$ cat config.mk
export PLATFORM = sky130hd
export DESIGN_NAME = instruction_sequencer
export DESIGN_NICKNAME = d
export VERILOG_FILES = /design/src/rtl/instruction_sequencer.sv
export SDC_FILE = /design/constraint.sdc
export NUM_CORES = 1
export LEC_CHECK = 0
export CAP_MARGIN = 30
export CORE_UTILIZATION = 56
export CTS_BUF_LIST = sky130_fd_sc_hd__clkbuf_4 sky130_fd_sc_hd__clkbuf_8
export CTS_CLUSTER_DIAMETER = 60
export CTS_CLUSTER_SIZE = 20
export DETAILED_ROUTE_END_ITERATION = 12
export PLACE_DENSITY = 0.88
export REMOVE_ABC_BUFFERS = 1
export SYNTH_ARGS = -nofsm -noshare
export SYNTH_HDL_FRONTEND = slang
export SYNTH_SLANG_ARGS = --single-unit
export TNS_END_PERCENT = 30
$ cat constraint.sdc
create_clock -name Clk -period 2.82 [get_ports Clk]
set_clock_uncertainty 0.05 [all_clocks]
set_input_delay 0.282 -clock Clk [delete_from_list [all_inputs] [get_ports Clk]]
set_output_delay 0.282 -clock Clk [all_outputs]
set_load 0.02 [all_outputs]
$ cat src/rtl/instruction_sequencer.sv
`default_nettype none
// ============================================================================
//  Module      : instruction_sequencer
//  Description : Multicycle fetch/decode/execute/writeback sequencer for the
//                8-bit core. Fetches 9-bit instructions from a combinational
//                ROM, decodes them into ALU fields, and drives the register
//                file and data-memory strobes. Handles the B (PC-relative) and
//                BTRU (absolute, taken when AluZero is low) branches, and stops
//                on the halt word.
//  Ports       : Clk, Reset (async, active-high), Start (run pulse)
//                InstrIn      - ROM data at address PC
//                AluZero      - ALU zero flag for the current operation
//                BranchTarget - register-file ReadB value, BTRU target
//                PC           - instruction address
//                OpType/ROperand/IOperand/Immediate - ALU operation fields
//                RegAddrA/RegAddrB - register-file addresses
//                RegWrEn/MemWrEn/MemRdEn - write/read strobes
//                Busy, Done, CycleCount - run status
//  Revision    : 1.0 - initial release
// ============================================================================
module instruction_sequencer #(
    parameter int         PCW       = 8,
    parameter logic [8:0] HALT_WORD = 9'h1FF
) (
    input  wire logic           Clk,
    input  wire logic           Reset,
    input  wire logic           Start,
    input  wire logic [8:0]     InstrIn,
    input  wire logic           AluZero,
    input  wire logic [7:0]     BranchTarget,
    output logic [PCW-1:0]      PC,
    output logic                OpType,
    output logic [3:0]          ROperand,
    output logic [2:0]          IOperand,
    output logic [4:0]          Immediate,
    output logic [1:0]          RegAddrA,
    output logic [1:0]          RegAddrB,
    output logic                RegWrEn,
    output logic                MemWrEn,
    output logic                MemRdEn,
    output logic                Busy,
    output logic                Done,
    output logic [15:0]         CycleCount
);

    // Opcode encodings shared with the ALU operations package
    localparam logic [3:0] c_OP_LOAD = 4'hC;
    localparam logic [3:0] c_OP_STR  = 4'hD;
    localparam logic [3:0] c_OP_BTRU = 4'hE;
    localparam logic [2:0] c_OP_B    = 3'b110;

    localparam logic [2:0] c_ST_IDLE      = 3'd0;
    localparam logic [2:0] c_ST_FETCH     = 3'd1;
    localparam logic [2:0] c_ST_DECODE    = 3'd2;
    localparam logic [2:0] c_ST_EXECUTE   = 3'd3;
    localparam logic [2:0] c_ST_WRITEBACK = 3'd4;
    localparam logic [2:0] c_ST_DONE      = 3'd5;

    localparam logic [PCW-1:0] c_PC_ONE  = {{(PCW-1){1'b0}}, 1'b1};
    localparam logic [15:0]    c_CNT_MAX = 16'hFFFF;

    logic [2:0]     r_state;
    logic [2:0]     w_state_next;
    logic [8:0]     r_ir;
    logic [PCW-1:0] r_pc;
    logic [15:0]    r_cnt;
    logic           r_take_br;
    logic [PCW-1:0] r_br_target;

    logic           w_busy;
    logic           w_start_run;
    logic           w_is_itype;
    logic           w_is_str;
    logic           w_is_load;
    logic           w_is_btru;
    logic           w_is_b;
    logic [PCW-1:0] w_imm_ext;
    logic [PCW-1:0] w_bt;
    logic [PCW-1:0] w_pc_next;
    logic           w_regwr;
    logic           w_memwr;
    logic           w_memrd;

    // BranchTarget is always 8 bits; fit it to the PC width
    generate
        if (PCW > 8) begin : g_bt_wide
            assign w_bt = {{(PCW-8){1'b0}}, BranchTarget};
        end else if (PCW == 8) begin : g_bt_exact
            assign w_bt = BranchTarget;
        end else begin : g_bt_narrow
            assign w_bt = BranchTarget[PCW-1:0];
        end
    endgenerate

    // Field decode straight from the instruction register; IR only changes on
    // the FETCH edge, so the fields are stable from DECODE through WRITEBACK
    assign w_is_itype = r_ir[8];
    assign w_is_str   = !w_is_itype && (r_ir[7:4] == c_OP_STR);
    assign w_is_load  = !w_is_itype && (r_ir[7:4] == c_OP_LOAD);
    assign w_is_btru  = !w_is_itype && (r_ir[7:4] == c_OP_BTRU);
    assign w_is_b     =  w_is_itype && (r_ir[7:5] == c_OP_B);
    assign w_imm_ext  = {{(PCW-5){r_ir[4]}}, r_ir[4:0]};

    assign w_busy      = (r_state == c_ST_FETCH)   || (r_state == c_ST_DECODE) ||
                         (r_state == c_ST_EXECUTE) || (r_state == c_ST_WRITEBACK);
    assign w_start_run = Start && ((r_state == c_ST_IDLE) || (r_state == c_ST_DONE));

    always_comb begin
        if (w_is_b)
            w_pc_next = r_pc + w_imm_ext;
        else if (r_take_br)
            w_pc_next = r_br_target;
        else
            w_pc_next = r_pc + c_PC_ONE;
    end

    // Next-state and strobe logic
    always_comb begin
        w_state_next = r_state;
        w_regwr      = 1'b0;
        w_memwr      = 1'b0;
        w_memrd      = 1'b0;
        case (r_state)
            c_ST_IDLE:      if (Start) w_state_next = c_ST_FETCH;
            c_ST_FETCH:     w_state_next = c_ST_DECODE;
            c_ST_DECODE:    w_state_next = (r_ir == HALT_WORD) ? c_ST_DONE : c_ST_EXECUTE;
            c_ST_EXECUTE: begin
                w_memwr      = w_is_str;
                w_memrd      = w_is_load;
                w_state_next = c_ST_WRITEBACK;
            end
            c_ST_WRITEBACK: begin
                w_regwr      = !(w_is_str || w_is_btru || w_is_b);
                w_memrd      = w_is_load;
                w_state_next = c_ST_FETCH;
            end
            c_ST_DONE:      if (Start) w_state_next = c_ST_FETCH;
            default:        w_state_next = c_ST_IDLE;
        endcase
    end

    always_ff @(posedge Clk or posedge Reset) begin
        if (Reset) begin
            r_state     <= c_ST_IDLE;
            r_ir        <= 9'd0;
            r_pc        <= '0;
            r_cnt       <= 16'd0;
            r_take_br   <= 1'b0;
            r_br_target <= '0;
        end else begin
            r_state <= w_state_next;

            if (w_start_run)
                r_cnt <= 16'd0;
            else if (w_busy && (r_cnt != c_CNT_MAX))
                r_cnt <= r_cnt + 16'd1;

            if (w_start_run)
                r_pc <= '0;
            else if (r_state == c_ST_WRITEBACK)
                r_pc <= w_pc_next;

            if (r_state == c_ST_FETCH)
                r_ir <= InstrIn;

            // Branch decision is taken while AluZero is valid and used a cycle later
            if (r_state == c_ST_EXECUTE) begin
                r_take_br   <= w_is_btru && !AluZero;
                r_br_target <= w_bt;
            end
        end
    end

    assign PC         = r_pc;
    assign OpType     = w_is_itype;
    assign ROperand   = w_is_itype ? 4'd0 : r_ir[7:4];
    assign IOperand   = w_is_itype ? r_ir[7:5] : 3'd0;
    assign Immediate  = w_is_itype ? r_ir[4:0] : 5'd0;
    assign RegAddrA   = w_is_itype ? 2'd0 : r_ir[3:2];
    assign RegAddrB   = w_is_itype ? 2'd0 : r_ir[1:0];
    assign RegWrEn    = w_regwr;
    assign MemWrEn    = w_memwr;
    assign MemRdEn    = w_memrd;
    assign Busy       = w_busy;
    assign Done       = (r_state == c_ST_DONE);
    assign CycleCount = r_cnt;

endmodule
`default_nettype wire

==> reports/results.ini, run 1 <==
[synth]
synth_edf_count = 0
synth_common_cells = dfrtp_1, nor2_1, nand2_1
synth_most_common_cell = dfrtp_1
syn_area_um2 = 2860
synthTopCellsByArea = dfrtp_1, xnor2_1, mux2_2
synth-seq-cells = 45
yosysWarningCount = 0
synth_cells = 293
syn_avg_cell_area_um2 = 9.77
synthArstFlopShare = 1.00
ys.flop_type = dfrtp_1
yosysTopAreaCell = dfrtp_1
synth_seq_area_share = 0.393
synth_top_area_share = 0.393
synth_cell_types = 60

[power_and_ir_drop]
power.density_nw_per_um2 = 996
p_leak_nw = 1.48
ir_drop_uv = 617

[floorplan]
core_um2 = 4820
dieArea_um2 = 5400
die_height_um = 73.5
row_count = 25
initial_utilization = 0.594
ioPinCount = 67
die_x_um = 73.5

[clocking]
post_cts_buffers = 0
cts_tree = built
clock_path_buffers = 2
cts.sinks = 45
path_clk_slew_ns = 0.08
root_buffer = clkbuf_8
cts_hold_buf = 0
insertion_delay_ns = 0.30
cts_buffers = 5
htree_num_levels = 2
cts_resized = 0

[layout]
diodes = 0
design_area_um2 = 3640
drive_above_1_share = 0.0960
n_fill_cell = 357
layout.nets = 385
area_growth_pct = 27.3

[drt]
viasPerCell = 5.90
vias = 2482
highest-signal-layer = met4
drtIter0Drc = 150
drt-met1-wl_um = 2970
route.met3.wl_um = 335
drc = 0
wl_met2_um = 3140
ant_nets = 0
drt_wl_total_um = 6570
wl_per_cell_um = 15.6
firstDrtPassIters = 5

[timing]
hold_slack_ns = 0.383
setup_viol = 0
max_freq_mhz = 383
maxSlewViolCount = 0
fin_crit_sh = 0.926
worstMarginPinSlew_ns = 0.683
rsz0062_at_grt = false
hold_viol = 0
slew_headroom = 0.545
period_needed_ns = 2.61
fin_setup_tns_ns = 0

[setup_path]
cp-start-kind = flop
r2r_start = PC[0]$_DFFE_PP0P_
arrival_ns = 2.28
r2r_setup_slack_ns = 0.57
path_max_fanout = 9
r2r_end = PC[6]$_DFFE_PP0P_
crit_required_ns = 2.49
worst_setup_path_end_kind = output port
reg2reg_depth = 7
path_class = reg -> out

[run_status]
status = finished clean

[grt]
grt_pass1_vias = 2274
grt_use_total = 0.256
antenna_found_initial = 0
overflow = 0
grt_max_degree = 46
grt_pass1_wl_um = 10700

[placed_design]
dpl_cell_area_um2 = 3550
io_buffers = 66
hpwl_um = 4680
gp_congestion = 0.886

[job]
cap_violations = 0

[hold_path]
hold_class = in -> async

-- routing by layer --
metal	GRT usage	vias to the layer above
met3	0.0453	14
met2	0.399	95
met4	0.0940	0
met5	0	-
met1	0.359	1193
li1	-	1180
-- cell families (layout without fill, tap and decap cells) --
kind of cell	Yosys count	count (layout)	share of synthesized area
xor+xnor	21	21	0.0642
mux	24	24	0.0913
simple gates	114	114	0.238
compound gates	55	55	0.128
flops	45	45	0.393
fa+ha+maj	11	11	0.0498
buf+inv	23	84	0.0358
-- report_power, final --
group          switching (mW)  internal (mW)  total [mW]
combinational            1.01          0.961        1.97
clock                   0.218          0.194       0.412
sequential              0.383          0.865        1.25
-- worst max path at each step --
stage	startpoint	to
2_1_floorplan	PC[0]$_DFFE_PP0P_	PC[6]$_DFFE_PP0P_
3_3_place_gp	r_state[1]$_DFFE_PP0P_	MemWrEn
3_5_place_dp	r_state[1]$_DFFE_PP0P_	MemWrEn
4_1_cts	r_state[1]$_DFFE_PP0P_	MemWrEn
5_1_grt	r_state[1]$_DFFE_PP0P_	MemWrEn
6_report	r_state[1]$_DFFE_PP0P_	MemWrEn
-- flip-flops by register name (all words and copies together) (netlist names) --
| name | count |
|---|---|
| r_state | 3 |
| r_ir | 9 |
| r_br_target | 8 |
| r_take_br | 1 |
| CycleCount | 16 |
| PC | 8 |
-- critical path, stage by stage (launching register included) --
cell and delay (ns):
dfrtp_1 0.52, inv_1 0.15, or3_1 0.41, nor4b_2 0.26, clkdlybuf4s50_1 0.64
-- cell usage in the layout (no fill, tap or decap), drive strengths merged, types with 5 or more instances in the layout --
| master | n |
|---|---|
| xor2 | 5 |
| ha | 9 |
| o21ai | 11 |
| and3 | 5 |
| a211oi | 7 |
| nor2 | 27 |
| xnor2 | 16 |
| clkbuf | 6 |
| dfrtp | 45 |
| mux2i | 7 |
| mux2 | 17 |
| nand2 | 25 |
| nand3 | 12 |
| clkdlybuf4s50 | 66 |
| and2 | 8 |
| nor2b | 8 |
| inv | 8 |
| a21oi | 13 |
-- per-stage QoR --
stage               setup slack, ns  power, mW  std cells  utilization
global placement              0.574       3.13        414        0.738
CTS                           0.197       3.63        421        0.756
finish                        0.207       3.63        421        0.756
detailed placement            0.541       3.21        414        0.738
global route                 0.0843       3.88        421        0.756
floorplan                     0.757       2.44        279            -
-- final cells by class --
class	count	area, um2	area share
Sequential cell	45	1130	0.309
Timing Repair Buffer	68	676	0.185
Clock buffer	6	82.6	0.0227
Clock inverter	1	7.51	0.00206
Tap cell	67	83.8	0.0230
Multi-Input combinational cell	225	1630	0.448
Inverter	9	33.8	0.00927
(Power assumes the default switching activity.)
==> run 2, diff against run 1 <==
ABC_AREA = 1   (was unset)
CORE_UTILIZATION = 57   (was 56)
PLACE_DENSITY = 0.89   (was 0.88)
SKIP_CTS_REPAIR_TIMING = 1   (was unset)
==> reports/results.ini, run 2 <==
[grt]
antenna_found_initial = 0  ; unchanged
grt_max_degree = 46  ; unchanged
grt_pass1_wl_um = 12500  ; +17%
grt_use_total = 0.292  ; +0.0357
overflow = 0  ; unchanged
grt_pass1_vias = 2723  ; +20%

[timing]
rsz0062_at_grt = false
worstMarginPinSlew_ns = 0.687  ; +0.00423 ns
setup_viol = 0  ; unchanged
period_needed_ns = 2.44  ; -0.175 ns
max_freq_mhz = 410  ; +7.2%
hold_viol = 0  ; unchanged
fin_setup_tns_ns = 0  ; unchanged
maxSlewViolCount = 0  ; unchanged
fin_crit_sh = 0.864  ; -0.0621
slew_headroom = 0.541  ; -0.00410

[setup_path]
arrival_ns = 2.11  ; -0.17 ns
path_cells = nand3_1 > buf_4 > nand2_1 > nand4_1 > inv_1 > clkdlybuf4s50_1
crit_path_top_delay_cell = clkdlybuf4s50_1
path_class = reg -> out
cp-start-kind = flop
worst-path-stages = 6  ; +2
r2r_setup_slack_ns = 0.84  ; +0.27 ns
crit_family = buffers and inverters
worst_setup_path_end_kind = output port
crit_required_ns = 2.49  ; about the same
r2r_start = r_state[0]$_DFFE_PP0P_
max_stage_delay_ns = 0.59  ; -0.05 ns
crit_buf_inv = 3  ; +1
r2r_end = PC[2]$_DFFE_PP0P_
path_max_fanout = 18  ; +9
reg2reg_depth = 8  ; +1

[clocking]
cts.sinks = 45  ; unchanged
insertion_delay_ns = 0.30  ; about the same
htree_num_levels = 2  ; unchanged
path_clk_slew_ns = 0.09  ; about the same
cts_buffers = 5  ; unchanged
cts_tree = built
clock_path_buffers = 2  ; unchanged
root_buffer = clkbuf_8

[placed_design]
hpwl_um = 5630  ; +20%
io_buffers = 66  ; unchanged
gp_congestion = 0.925  ; +4.3%
dpl_cell_area_um2 = 3730  ; +4.9%

[layout]
layout.nets = 528  ; +37%
design_area_um2 = 3830  ; +5.2%
mostFrequentLayoutCells = nand2_1, clkdlybuf4s50_1, inv_1
drive_above_1_share = 0.0563  ; -0.0397
diodes = 0  ; unchanged
layout_commonest_cell = nand2_1
regArea_um2 = 1130  ; unchanged
n_fill_cell = 393  ; +10%
largest_reg_flops = 16  ; unchanged
multi_input_area_um2 = 1610  ; -1.7%
area_growth_pct = 26.9

[floorplan]
die_x_um = 74.8  ; +1.7%
initial_utilization = 0.591  ; -0.00315
ioPinCount = 67  ; unchanged
die_height_um = 74.8  ; +1.7%
row_count = 26  ; +4.0%
dieArea_um2 = 5590  ; +3.5%
core_um2 = 5110  ; +6.0%

[drt]
vias = 2968  ; +20%
drtIter0Drc = 249  ; +66%
viasPerCell = 5.23  ; -11%
drc = 0  ; unchanged
wl_per_cell_um = 13.4  ; -14%
drt_wl_total_um = 7590  ; +16%
firstDrtPassIters = 4  ; -1
ant_nets = 0  ; unchanged

[synth]
synth_seq_area_share = 0.373  ; -0.0204
synth_cell_types = 33  ; -45%
yosysWarningCount = 0  ; unchanged
synth_common_cells = nand2_1, inv_1, nor2_1
syn_area_um2 = 3020  ; +5.5%
synthTopCellsByArea = dfrtp_1, nand2_1, inv_1
synth_top_area_share = 0.373  ; -0.0204
yosysTopAreaCell = dfrtp_1
synth_most_common_cell = nand2_1
synth_edf_count = 0  ; unchanged
ys.flop_type = dfrtp_1
synthArstFlopShare = 1.00  ; unchanged
syn_avg_cell_area_um2 = 6.99  ; -28%
synth_cells = 432  ; +47%
synth-seq-cells = 45  ; unchanged

[power_and_ir_drop]
p_int_mw = 2.16  ; +7.0%
seq_power_share = 0.289  ; -0.055
clockPowerShare = 0.114  ; about the same
netSwitchingPower_mw = 2.08  ; +29%
combPwrFrac = 0.597  ; +0.054
power.density_nw_per_um2 = 1110  ; +11%
finalPower_mw = 4.24  ; +17%
switching_share = 0.490  ; +0.0465
ir_drop_uv = 713  ; +15%
p_leak_nw = 1.93  ; +31%

[job]
cap_violations = 0  ; unchanged

[run_status]
status = finished clean

[hold_path]
hold_class = in -> async

==> run 2: per-layer routing <==
| metal | global-route usage | routed length, um | vias to the layer above | share of wire |
|---|---|---|---|---|
| met5 | 0 | 0 | - | 0 |
| met4 | 0.0818 | 71 | 0 | 0.0093 |
| met3 | 0.0535 | 372 | 10 | 0.049 |
| met2 | 0.481 | 3810 | 94 | 0.50 |
| met1 | 0.396 | 3340 | 1372 | 0.44 |
| li1 | - | - | 1492 | - |
==> run 2: kinds of logic after synthesis <==
logic type | Yosys count | synth area share
XOR/XNOR | 12 | 0.0348
adder cells (fa/ha/maj) | 10 | 0.0439
buffers and inverters | 72 | 0.0949
flip-flops | 45 | 0.373
AO/OA/AOI/OAI | 46 | 0.0804
AND/OR/NAND/NOR | 245 | 0.366
multiplexers | 2 | 0.00746
==> run 2: metrics by stage <==
| stage | setup slack [ns] | hold WS (ns) | util | instances |
|---|---|---|---|---|
| after global routing | 0.294 | 0.424 | 0.750 | 567 |
| after detailed placement | 0.736 | 0.459 | 0.730 | 560 |
| final | 0.382 | 0.373 | 0.750 | 567 |
| after floorplan | 0.747 | 0.329 | - | 422 |
| after global placement | 0.797 | 0.443 | 0.730 | 560 |
| after CTS | 0.397 | 0.395 | 0.750 | 567 |
==> run 2: worst max path at each step <==
stage	from	endpoint	slack (ns)
2_1_floorplan	r_state[0]$_DFFE_PP0P_	MemWrEn	0.75
3_3_place_gp	r_state[1]$_DFFE_PP0P_	MemRdEn	0.80
3_5_place_dp	r_state[0]$_DFFE_PP0P_	MemRdEn	0.74
4_1_cts	r_state[0]$_DFFE_PP0P_	MemRdEn	0.40
5_1_grt	r_state[1]$_DFFE_PP0P_	MemRdEn	0.29
6_report	r_state[0]$_DFFE_PP0P_	MemRdEn	0.38
==> run 2: cell type report <==
| cell class | instances | area share |
|---|---|---|
| Timing Repair Buffer | 68 | 0.176 |
| Tap cell | 70 | 0.0229 |
| Sequential cell | 45 | 0.294 |
| Inverter | 62 | 0.0607 |
| Clock inverter | 2 | 0.00914 |
| Multi-Input combinational cell | 315 | 0.419 |
| Clock buffer | 5 | 0.0180 |
==> run 2: tightest hold or removal path, cell delays in order <==
cell and delay, ns:
clkdlybuf4s50_1 0.40, clkinv_1 0.04, buf_4 0.46
==> run 2: power by group through the flow <==
stage	clock, mW	combinational [mW]	sequential (mW)
global route	0.509	2.80	1.27
global placement	0	2.43	1.22
detailed placement	0	2.50	1.23
CTS	0.485	2.53	1.22
floorplan	0	1.53	1.27
finish	0.483	2.53	1.23
==> run 3, diff against run 2 <==
CAP_MARGIN = unset   (was 30)
CORE_UTILIZATION = 53   (was 57)
PLACE_DENSITY = 0.83   (was 0.89)
clock period = 2.8 ns   (was 2.82 ns; I/O delays follow)
==> reports/results.ini, run 3 (same netlist as run 2, synthesis figures left out) <==
[setup_path]
path_cells = inv_2 > nand2_4 > nor2_8 > inv_1 > nand2_1 > nand4_1 > inv_1 > clkdlybuf4s50_1
crit_family = buffers and inverters
path_class = reg -> out
crit_top_cell = inv_1
max_stage_delay_ns = 0.60  ; about the same
r2r_start = PC[0]$_DFFE_PP0P_
crit_required_ns = 2.47  ; -0.02 ns
cp-start-kind = flop
arrival_ns = 2.09  ; -0.02 ns
r2r_end = PC[6]$_DFFE_PP0P_
reg2reg_depth = 10  ; +2
path_max_fanout = 8  ; -10
worst_setup_path_end_kind = output port
crit_buf_inv = 4  ; +1
r2r_setup_slack_ns = 0.83  ; about the same
crit_path_top_delay_cell = clkdlybuf4s50_1

[job]
cap_violations = 0  ; unchanged

[grt]
grt_use_total = 0.263  ; -0.0293
antenna_found_initial = 0  ; unchanged
grt_util_met3 = 0.0447  ; -0.00884
grt_pass1_wl_um = 12600  ; +0.67%
grt_max_degree = 46  ; unchanged
use_met2 = 0.449  ; -0.0328
grt_pass1_vias = 2794  ; +2.6%
overflow = 0  ; unchanged
use_met1 = 0.336  ; -0.0600
top_usage_layer = met2

[timing]
slew_headroom = 0.548  ; +0.00731
hold_slack_ns = 0.375  ; +0.00213 ns
setup_viol = 0  ; unchanged
hold_viol = 0  ; unchanged
fin_crit_sh = 0.863
fin_setup_tns_ns = 0  ; unchanged
maxSlewViolCount = 0  ; unchanged
period_needed_ns = 2.42
rsz0062_at_grt = false
max_freq_mhz = 414
worstMarginPinSlew_ns = 0.676  ; -0.0109 ns

[clocking]
clock_path_buffers = 2  ; unchanged
cts.sinks = 45  ; unchanged
path_clk_slew_ns = 0.09  ; about the same
cts_tree = built
insertion_delay_ns = 0.30  ; about the same
htree_num_levels = 2  ; unchanged
cts_buffers = 5  ; unchanged
root_buffer = clkbuf_8

[drt]
drt_wl_total_um = 7450  ; -1.9%
ant_nets = 0  ; unchanged
wl_per_cell_um = 13.1  ; -2.4%
vias = 2964  ; -0.13%
viasPerCell = 5.20  ; -0.66%
drc = 0  ; unchanged
drtIter0Drc = 221  ; -11%
firstDrtPassIters = 5  ; +1

[floorplan]
row_count = 27  ; +3.8%
die_x_um = 77.5  ; +3.6%
ioPinCount = 67  ; unchanged
core_um2 = 5510  ; +7.8%
initial_utilization = 0.548  ; -0.0428
dieArea_um2 = 6000  ; +7.3%
die_height_um = 77.5  ; +3.6%

[layout]
design_area_um2 = 3870  ; +0.95%
diodes = 0  ; unchanged
finalNonFillerCells = 570  ; +0.53%
mostFrequentLayoutCells = nand2_1, clkdlybuf4s50_1, inv_1
layout_commonest_cell = nand2_1
largest_reg_flops = 16  ; unchanged
drive_above_1_share = 0.0582  ; +0.00189
layout.nets = 528  ; unchanged
area_growth_pct = 28.1

[run_status]
status = finished clean

[power_and_ir_drop]
p_leak_nw = 1.94  ; +0.77%
power.density_nw_per_um2 = 1130  ; +2.2%
ir_drop_uv = 798  ; +12%
finalPower_mw = 4.37  ; +3.2%

[placed_design]
dpl_cell_area_um2 = 3730  ; about the same
hpwl_um = 5450  ; -3.2%
gp_congestion = 0.895  ; -3.2%
dp_cells = 562  ; +0.36%
io_buffers = 66  ; unchanged

[hold_path]
hold_class = in -> async

[run 3: per-stage QoR]
stage / worst slack (ns) / util
3_5_place_dp: 0.744 / 0.678
2_1_floorplan: 0.729 / -
5_1_grt: 0.249 / 0.703
4_1_cts: 0.390 / 0.703
6_report: 0.384 / 0.703
3_3_place_gp: 0.773 / 0.678
[run 3: layout make-up]
cell class	count	area, um2
Clock inverter	3	68.8
Tap cell	72	90.1
Sequential cell	45	1130
Fill cell	444	1640
Timing Repair Buffer	68	676
Inverter	62	233
Multi-Input combinational cell	315	1610
Clock buffer	5	68.8
[run 3: report_power, final]
| group | internal (mW) | leakage, nW | switching, mW |
|---|---|---|---|
| Sequential | 0.892 | 0.568 | 0.347 |
| Combinational | 1.02 | 1.30 | 1.51 |
| Clock | 0.359 | 0.0687 | 0.242 |
[run 3: worst max path at each step]
stage	from	endpoint	slack, ns	cells past startpoint
finish	r_state[1]$_DFFE_PP0P_	MemRdEn	0.38	8
floorplan	r_state[0]$_DFFE_PP0P_	MemWrEn	0.73	2
CTS	r_state[1]$_DFFE_PP0P_	MemRdEn	0.39	8
global placement	r_state[1]$_DFFE_PP0P_	MemRdEn	0.77	8
detailed placement	r_state[1]$_DFFE_PP0P_	MemRdEn	0.74	8
global route	r_state[1]$_DFFE_PP0P_	MemRdEn	0.25	8
[run 3: worst register-to-register path: stages, from the launching register on]
cell and delay [ns]:
dfrtp_1 0.48, ha_1 0.29, fa_1 0.40, nand2_1 0.10, nand3_1 0.11, nand3b_1 0.14
nand2_1 0.06, nand2_1 0.05, nand3_1 0.06, nand2_1 0.07, nand2_1 0.05
[run 3: per-layer routing]
| layer | vias to the layer above | part of all wire |
|---|---|---|
| met5 | - | 0 |
| met1 | 1388 | 0.45 |
| li1 | 1488 | - |
| met4 | 0 | 0.012 |
| met3 | 10 | 0.040 |
| met2 | 78 | 0.50 |
